[src/rtl/data_mem_handler_if.sv]
`default_nettype none
// +------------------------------------------------------------------+
// | data_mem_handler_if: decode-side controls and data-bus signals    |
// | Rev 1.0                                                            |
// +------------------------------------------------------------------+
interface data_mem_handler_if;
  logic        read_mem;
  logic        write_mem;
  logic        load_byte;
  logic        store_byte;
  logic [31:0] alu_result;
  logic [31:0] store_data;
  logic [31:0] mem_data_out;
  logic        freeze;
  logic        misaligned;
  logic        bus_error;
  logic [31:0] bus_addr;
  logic [31:0] bus_wdata;
  logic [3:0]  bus_sel;
  logic        bus_read;
  logic        bus_write;
  logic [31:0] bus_rdata;
  logic        bus_ack;

  modport master (
    input  read_mem, write_mem, load_byte, store_byte, alu_result, store_data,
    input  bus_rdata, bus_ack,
    output mem_data_out, freeze, misaligned, bus_error,
    output bus_addr, bus_wdata, bus_sel, bus_read, bus_write
  );

  modport slave (
    output read_mem, write_mem, load_byte, store_byte, alu_result, store_data,
    output bus_rdata, bus_ack,
    input  mem_data_out, freeze, misaligned, bus_error,
    input  bus_addr, bus_wdata, bus_sel, bus_read, bus_write
  );
endinterface
`default_nettype wire

[src/rtl/data_mem_handler.sv]
`default_nettype none
// +------------------------------------------------------------------+
// | data_mem_handler: one bus transaction per load/store with stall,  |
// | byte-lane steering, lb sign extension, misalign/timeout detection |
// | Rev 1.0                                                            |
// +------------------------------------------------------------------+
module data_mem_handler #(
  parameter int unsigned TIMEOUT_CYCLES = 255
) (
  input  logic clk,
  input  logic rst,
  data_mem_handler_if.master bus
);

  localparam logic [1:0] ST_IDLE = 2'd0;
  localparam logic [1:0] ST_REQ  = 2'd1;
  localparam logic [1:0] ST_DONE = 2'd2;

  // Counter value seen in the last REQ cycle before giving up.
  localparam logic [7:0] TIMEOUT_LAST = 8'(TIMEOUT_CYCLES - 1);

  logic [1:0]  state_q, state_d;
  logic [7:0]  cnt_q, cnt_d;
  logic [31:0] mem_data_out_q, mem_data_out_d;
  logic [31:0] bus_addr_q, bus_addr_d;
  logic [31:0] bus_wdata_q, bus_wdata_d;
  logic [3:0]  bus_sel_q, bus_sel_d;
  logic        bus_read_q, bus_read_d;
  logic        bus_write_q, bus_write_d;
  logic        misaligned_q, misaligned_d;
  logic [1:0]  lane_q, lane_d;
  logic        byte_q, byte_d;

  logic        req;
  logic        is_write;
  logic        is_byte;
  logic [1:0]  lane;
  logic        misalign;
  logic [3:0]  req_sel;
  logic [31:0] req_wdata;
  logic [31:0] rdata_shifted;
  logic [7:0]  rd_byte;
  logic [31:0] load_result;
  logic        freeze;
  logic        bus_error;

  // Write wins when decode raises both controls, so the byte flag follows it.
  assign req       = bus.read_mem | bus.write_mem;
  assign is_write  = bus.write_mem;
  assign is_byte   = is_write ? bus.store_byte : bus.load_byte;
  assign lane      = bus.alu_result[1:0];
  assign misalign  = req && !is_byte && (lane != 2'b00);
  assign req_sel   = is_byte ? (4'b0001 << lane) : 4'b1111;
  assign req_wdata = is_byte ? {4{bus.store_data[7:0]}} : bus.store_data;

  assign rdata_shifted = bus.bus_rdata >> {lane_q, 3'b000};
  assign rd_byte       = rdata_shifted[7:0];
  assign load_result   = byte_q ? {{24{rd_byte[7]}}, rd_byte} : bus.bus_rdata;

  always_comb begin
    state_d        = state_q;
    cnt_d          = cnt_q;
    mem_data_out_d = mem_data_out_q;
    bus_addr_d     = bus_addr_q;
    bus_wdata_d    = bus_wdata_q;
    bus_sel_d      = bus_sel_q;
    bus_read_d     = bus_read_q;
    bus_write_d    = bus_write_q;
    lane_d         = lane_q;
    byte_d         = byte_q;
    misaligned_d   = 1'b0;
    freeze         = 1'b0;
    bus_error      = 1'b0;

    case (state_q)
      ST_IDLE: begin
        if (req) begin
          if (misalign) begin
            misaligned_d = 1'b1;
          end else begin
            freeze      = 1'b1;
            state_d     = ST_REQ;
            cnt_d       = 8'd0;
            bus_addr_d  = {bus.alu_result[31:2], 2'b00};
            bus_wdata_d = req_wdata;
            bus_sel_d   = req_sel;
            bus_read_d  = !is_write;
            bus_write_d = is_write;
            lane_d      = lane;
            byte_d      = is_byte;
          end
        end
      end

      ST_REQ: begin
        freeze = 1'b1;
        // Ack takes priority over a coincident timeout.
        if (bus.bus_ack) begin
          if (bus_read_q) begin
            mem_data_out_d = load_result;
          end
          bus_read_d  = 1'b0;
          bus_write_d = 1'b0;
          state_d     = ST_DONE;
        end else if (cnt_q == TIMEOUT_LAST) begin
          bus_error   = 1'b1;
          bus_read_d  = 1'b0;
          bus_write_d = 1'b0;
          state_d     = ST_DONE;
        end else begin
          cnt_d = cnt_q + 8'd1;
        end
      end

      ST_DONE: begin
        state_d = ST_IDLE;
      end

      default: begin
        state_d     = ST_IDLE;
        bus_read_d  = 1'b0;
        bus_write_d = 1'b0;
      end
    endcase
  end

  always_ff @(posedge clk) begin
    if (rst) begin
      state_q        <= ST_IDLE;
      cnt_q          <= 8'd0;
      mem_data_out_q <= 32'd0;
      bus_addr_q     <= 32'd0;
      bus_wdata_q    <= 32'd0;
      bus_sel_q      <= 4'd0;
      bus_read_q     <= 1'b0;
      bus_write_q    <= 1'b0;
      misaligned_q   <= 1'b0;
      lane_q         <= 2'd0;
      byte_q         <= 1'b0;
    end else begin
      state_q        <= state_d;
      cnt_q          <= cnt_d;
      mem_data_out_q <= mem_data_out_d;
      bus_addr_q     <= bus_addr_d;
      bus_wdata_q    <= bus_wdata_d;
      bus_sel_q      <= bus_sel_d;
      bus_read_q     <= bus_read_d;
      bus_write_q    <= bus_write_d;
      misaligned_q   <= misaligned_d;
      lane_q         <= lane_d;
      byte_q         <= byte_d;
    end
  end

  assign bus.mem_data_out = mem_data_out_q;
  assign bus.freeze       = freeze;
  assign bus.misaligned   = misaligned_q;
  assign bus.bus_error    = bus_error;
  assign bus.bus_addr     = bus_addr_q;
  assign bus.bus_wdata    = bus_wdata_q;
  assign bus.bus_sel      = bus_sel_q;
  assign bus.bus_read     = bus_read_q;
  assign bus.bus_write    = bus_write_q;

endmodule
`default_nettype wire
[src/flat_wrapper.sv]
// flat-port wrapper written by rule: the top's interface ports become plain ports
module data_mem_handler_flat 
#(
  parameter int unsigned TIMEOUT_CYCLES = 255
)
  (clk, rst, bus_read_mem, bus_write_mem, bus_load_byte, bus_store_byte, bus_alu_result, bus_store_data, bus_bus_rdata, bus_bus_ack, bus_mem_data_out, bus_freeze, bus_misaligned, bus_bus_error, bus_bus_addr, bus_bus_wdata, bus_bus_sel, bus_bus_read, bus_bus_write);
  data_mem_handler_if bus_i ();
  input  logic clk;
  input  logic rst;
  input wire logic [$bits(bus_i.read_mem)-1:0] bus_read_mem;
  input wire logic [$bits(bus_i.write_mem)-1:0] bus_write_mem;
  input wire logic [$bits(bus_i.load_byte)-1:0] bus_load_byte;
  input wire logic [$bits(bus_i.store_byte)-1:0] bus_store_byte;
  input wire logic [$bits(bus_i.alu_result)-1:0] bus_alu_result;
  input wire logic [$bits(bus_i.store_data)-1:0] bus_store_data;
  input wire logic [$bits(bus_i.bus_rdata)-1:0] bus_bus_rdata;
  input wire logic [$bits(bus_i.bus_ack)-1:0] bus_bus_ack;
  output wire logic [$bits(bus_i.mem_data_out)-1:0] bus_mem_data_out;
  output wire logic [$bits(bus_i.freeze)-1:0] bus_freeze;
  output wire logic [$bits(bus_i.misaligned)-1:0] bus_misaligned;
  output wire logic [$bits(bus_i.bus_error)-1:0] bus_bus_error;
  output wire logic [$bits(bus_i.bus_addr)-1:0] bus_bus_addr;
  output wire logic [$bits(bus_i.bus_wdata)-1:0] bus_bus_wdata;
  output wire logic [$bits(bus_i.bus_sel)-1:0] bus_bus_sel;
  output wire logic [$bits(bus_i.bus_read)-1:0] bus_bus_read;
  output wire logic [$bits(bus_i.bus_write)-1:0] bus_bus_write;
  assign bus_i.read_mem = bus_read_mem;
  assign bus_i.write_mem = bus_write_mem;
  assign bus_i.load_byte = bus_load_byte;
  assign bus_i.store_byte = bus_store_byte;
  assign bus_i.alu_result = bus_alu_result;
  assign bus_i.store_data = bus_store_data;
  assign bus_i.bus_rdata = bus_bus_rdata;
  assign bus_i.bus_ack = bus_bus_ack;
  assign bus_mem_data_out = bus_i.mem_data_out;
  assign bus_freeze = bus_i.freeze;
  assign bus_misaligned = bus_i.misaligned;
  assign bus_bus_error = bus_i.bus_error;
  assign bus_bus_addr = bus_i.bus_addr;
  assign bus_bus_wdata = bus_i.bus_wdata;
  assign bus_bus_sel = bus_i.bus_sel;
  assign bus_bus_read = bus_i.bus_read;
  assign bus_bus_write = bus_i.bus_write;
  data_mem_handler #(.TIMEOUT_CYCLES(TIMEOUT_CYCLES)) u_core (.clk(clk), .rst(rst), .bus(bus_i));
endmodule
[config.mk]
export PLATFORM = sky130hd
export DESIGN_NAME = data_mem_handler_flat
export DESIGN_NICKNAME = d
export VERILOG_FILES = /design/src/rtl/data_mem_handler_if.sv /design/src/rtl/data_mem_handler.sv /design/src/flat_wrapper.sv
export SDC_FILE = /design/constraint.sdc
export NUM_CORES = 1
export LEC_CHECK = 0
export CORE_ASPECT_RATIO = 1.5
export CORE_MARGIN = 2
export CORE_UTILIZATION = 45
export DETAILED_ROUTE_END_ITERATION = 8
export PLACE_DENSITY = 0.85
export SLEW_MARGIN = 20
export SYNTH_ARGS = -nofsm -noshare
export SYNTH_HDL_FRONTEND = slang
export SYNTH_SLANG_ARGS = --single-unit
[constraint.sdc]
create_clock -name clk -period 2.7 [get_ports clk]
set_input_delay 0.405 -clock clk [delete_from_list [all_inputs] [get_ports clk]]
set_output_delay 0.405 -clock clk [all_outputs]
set_load 0.03 [all_outputs]
==> run metrics <==
average via count per standard cell 5.42; Routed WL per cell 16.2 um; diodes inserted 0; post-detailed-route DRC marker count 0; sequential power share 36.9%; power per standard cell area 675 nW/um2; Worst setup SP type register; cells after synthesis 575; final-report hold violation count 0; total count of max-transition violations in the final report 0; TritonCTS Buffers 17; chip width 88.0 um; vertical die dimension 130 um; pin count of the biggest net entering global routing 48; count of input and output buffers 205; Avg Synthesized Cell Area 8.28 um2; count of yosys warnings during synthesis 0; launching point of the worst reg2reg path u_core.cnt_q[0]; DRT antenna net count 0; worst min-delay path startpoint u_core.bus.bus_addr[15]; DRT Wirelength 14900 um; sequential cell area fraction in the yosys report 47.9%; minimum clock period 2.51 ns; number of enable flip-flop cells after synthesis 0; number of antenna violations at the first check in global routing 0; area growth from synthesis to layout 57.2%; vias in the first global route 4799; clock root buffer sky130_fd_sc_hd__clkbuf_16; class of the tightest hold or removal check register to register; worst-case hold path end point u_core.bus.bus_addr[15]; number of cell instances on the worst register-to-register path 6; first-pass GRT wire length 23100 um; deepest level of the CTS H-tree 4; total setup buffers inserted after CTS 0; I/O pin count 208; run status completed; Async SR Flop Fraction 0%; total via count after detailed routing 4982; total of fill cells in the finished design 775; Cell variety after synth 43; worst max-slew margin expressed relative to the limit 54.5%; hold-critical path depth 2; Period Utilization, post-route 93.0%; Final setup violation count 0; clock network fraction of total power 42.2%; switching component of the power 1.44 mW; setup repair after global routing missed its margin no; total overflow reported by the global router 0; worst reg-to-reg setup slack 0.53 ns; switching power share of the total 28.5%; All-Layer GR Usage 26.1%; flip-flop cell with the highest count after synthesis sky130_fd_sc_hd__dfxtp_1; post-synthesis cell area 4760 um2; detailed-placement wirelength estimate 10800 um; standard-cell row count 46; worst-path maximum fanout 8; clock latency of the later-clocked register in the worst-skew pair 0.41 ns; Clk pin slew, worst setup/hold paths 0.05 ns; Die ar. 11400 um2; summed area of non-filler cells in the final layout 7480 um2; max_cap viols 0; Static Leakage 2.62 nW; setup skew after layout 0.00635 ns; pin slew with the least headroom to its limit 0.681 ns; effective utilization at floorplan 45.7%; critical path endpoint category primary output; number of buffers added to fix hold violations after cts 0; worst path required time 2.30 ns; router iterations before antenna repair 5; maximum clock path buffer count 2; combinational share of power 20.9%; highest achievable clock rate 0.398 GHz; internal cell power 3.61 mW; clock tree from TritonCTS built; dpl cell area 6910 um2; Core ar. 10400 um2; placer congestion estimate 0.903; clock sinks 114; fraction of final layout cells with drive strength greater than 1 7.60%; register bit count reported by yosys 114; DR iter-0 viols 303; Worst VDD drop 492 uV; reg-to-reg endpoint u_core.cnt_q[4]; number of gates resized after cts 1; data arrival time of the critical path 2.11 ns; crit path kind register to primary output; # nets final 868; Total Negative Setup Slacks 0 ns
per-stage QoR:
step                      setup WS, ns  power (mW)  hold WS, ns  utilization [%]  std cells
after floorplan                  0.425        2.47        0.441                -        576
final                            0.190        5.05        0.453             71.8        920
after CTS                        0.195        5.08        0.455             71.8        920
after detailed placement         0.160        2.95        0.447             66.4        888
after global routing            0.0765        5.23        0.469             71.8        920
after global placement           0.259        2.92        0.442             66.4        888
registers in the layout, indices dropped and copies added (netlist names):
register and count:
u_core.bus.bus_addr 30, u_core.bus.misaligned 1, u_core.bus.bus_wdata 32, u_core.cnt_q 8
u_core.state_q 2, u_core.bus.bus_write 1, u_core.byte_q 1, u_core.bus.bus_sel 4
u_core.bus.mem_data_out 32, u_core.lane_q 2, u_core.bus.bus_read 1
placed cells by master (no fill, tap or decap), types with 2 or more instances in the layout:
cell type and instances:
sky130_fd_sc_hd__clkdlybuf4s50_1 202, sky130_fd_sc_hd__dfxtp_1 114, sky130_fd_sc_hd__nand2_1 96, sky130_fd_sc_hd__a21oi_1 58
sky130_fd_sc_hd__nor2_1 57, sky130_fd_sc_hd__a211oi_1 52, sky130_fd_sc_hd__nor3_1 51, sky130_fd_sc_hd__clkbuf_16 17
sky130_fd_sc_hd__buf_4 17, sky130_fd_sc_hd__nor2b_1 10, sky130_fd_sc_hd__mux2i_1 9, sky130_fd_sc_hd__nand3_1 8
sky130_fd_sc_hd__a2bb2oi_1 7, sky130_fd_sc_hd__o221ai_1 7, sky130_fd_sc_hd__inv_1 6, sky130_fd_sc_hd__clkinv_2 5
sky130_fd_sc_hd__nand2b_1 4, sky130_fd_sc_hd__o21ai_0 4, sky130_fd_sc_hd__or3_1 4, sky130_fd_sc_hd__clkinvlp_4 4
sky130_fd_sc_hd__nand4_1 3, sky130_fd_sc_hd__clkinv_4 3, sky130_fd_sc_hd__and3_1 2, sky130_fd_sc_hd__a211oi_2 2
sky130_fd_sc_hd__o32ai_1 2, sky130_fd_sc_hd__a211o_1 2, sky130_fd_sc_hd__a31oi_1 2, sky130_fd_sc_hd__o211ai_1 2
sky130_fd_sc_hd__xnor2_1 2, sky130_fd_sc_hd__ha_1 2, sky130_fd_sc_hd__conb_1 2, sky130_fd_sc_hd__bufinv_16 2
sky130_fd_sc_hd__buf_12 2
critical path, stage by stage (launching register included):
cell	delay, ns
sky130_fd_sc_hd__dfxtp_1	0.45
sky130_fd_sc_hd__and4_1	0.42
sky130_fd_sc_hd__nand2_1	0.10
sky130_fd_sc_hd__nor4_1	0.29
sky130_fd_sc_hd__dlygate4sd2_1	0.45
Yosys cell counts (all sizes together) (2+ instances only):
cell       n  share of area, %
a31oi      2              0.26
nand2b     4              0.53
nor2b     10               1.3
o21ai      4              0.42
nor2      57               4.5
o221ai     7               1.3
a211o      2              0.37
dfxtp    114                48
or3        4              0.53
a2111oi    2              0.89
buf       22               2.5
and3       2              0.26
or2        2              0.26
a2bb2oi    7               1.3
mux2i     10               2.2
a211oi    54               8.7
clkbuf    32               2.5
ha         2              0.53
a21oi     58               6.1
o32ai      2              0.37
nand2     96               7.6
o211ai     2              0.32
nor3      51               5.4
nand4      3              0.39
inv        6              0.47
xnor2      2              0.37
nand3      8              0.84
cell type report:
class	instances	area [um2]	share of cell area [%]
Timing Repair Buffer	222	2200	29.4
Inverter	7	26.3	0.351
Clock inverter	14	141	1.89
Sequential cell	114	2280	30.5
Multi-Input combinational cell	401	2230	29.7
Tap cell	144	180	2.41
Clock buffer	18	429	5.73
power groups by stage:
| stage | registers [mW] | clock network [mW] | logic [mW] |
|---|---|---|---|
| floorplan | 2.10 | 0 | 0.377 |
| global placement | 1.90 | 0 | 1.03 |
| detailed placement | 1.90 | 0 | 1.05 |
| CTS | 1.87 | 2.16 | 1.05 |
| global route | 1.88 | 2.23 | 1.13 |
| finish | 1.87 | 2.13 | 1.05 |
per-layer routing:
metal | vias up | track usage, % | part of all wire (%)
li1 | 2392 | - | -
met1 | 2302 | 29.6 | 39
met2 | 233 | 43.9 | 50
met3 | 55 | 6.96 | 6.6
met4 | 0 | 14.4 | 4.3
met5 | - | 0 | 0
cells by family (layout without fill, tap and decap cells):
| kind of cell | after synthesis | in the layout | share of synthesized area [%] |
|---|---|---|---|
| flip-flops | 114 | 114 | 47.9 |
| XOR/XNOR | 2 | 2 | 0.368 |
| buffers and inverters | 61 | 261 | 5.60 |
| other | 1 | 2 | 0.0788 |
| adder cells (fa/ha/maj) | 2 | 2 | 0.526 |
| AND/OR/NAND/NOR | 240 | 240 | 22.0 |
| multiplexers | 12 | 12 | 2.89 |
| AO/OA/AOI/OAI | 143 | 143 | 20.6 |
worst max path at each step:
| stage | start | endpoint | cells after the start |
|---|---|---|---|
| 2_1_floorplan | u_core.cnt_q[3] | bus_bus_error | 4 |
| 3_3_place_gp | bus_write_mem | u_core.bus.bus_wdata[25] | 6 |
| 3_5_place_dp | bus_write_mem | u_core.bus.bus_wdata[11] | 6 |
| 4_1_cts | u_core.cnt_q[3] | bus_bus_error | 4 |
| 5_1_grt | u_core.cnt_q[3] | bus_bus_error | 4 |
| 6_report | u_core.cnt_q[3] | bus_bus_error | 4 |
Power figures use the tool's default switching activity.
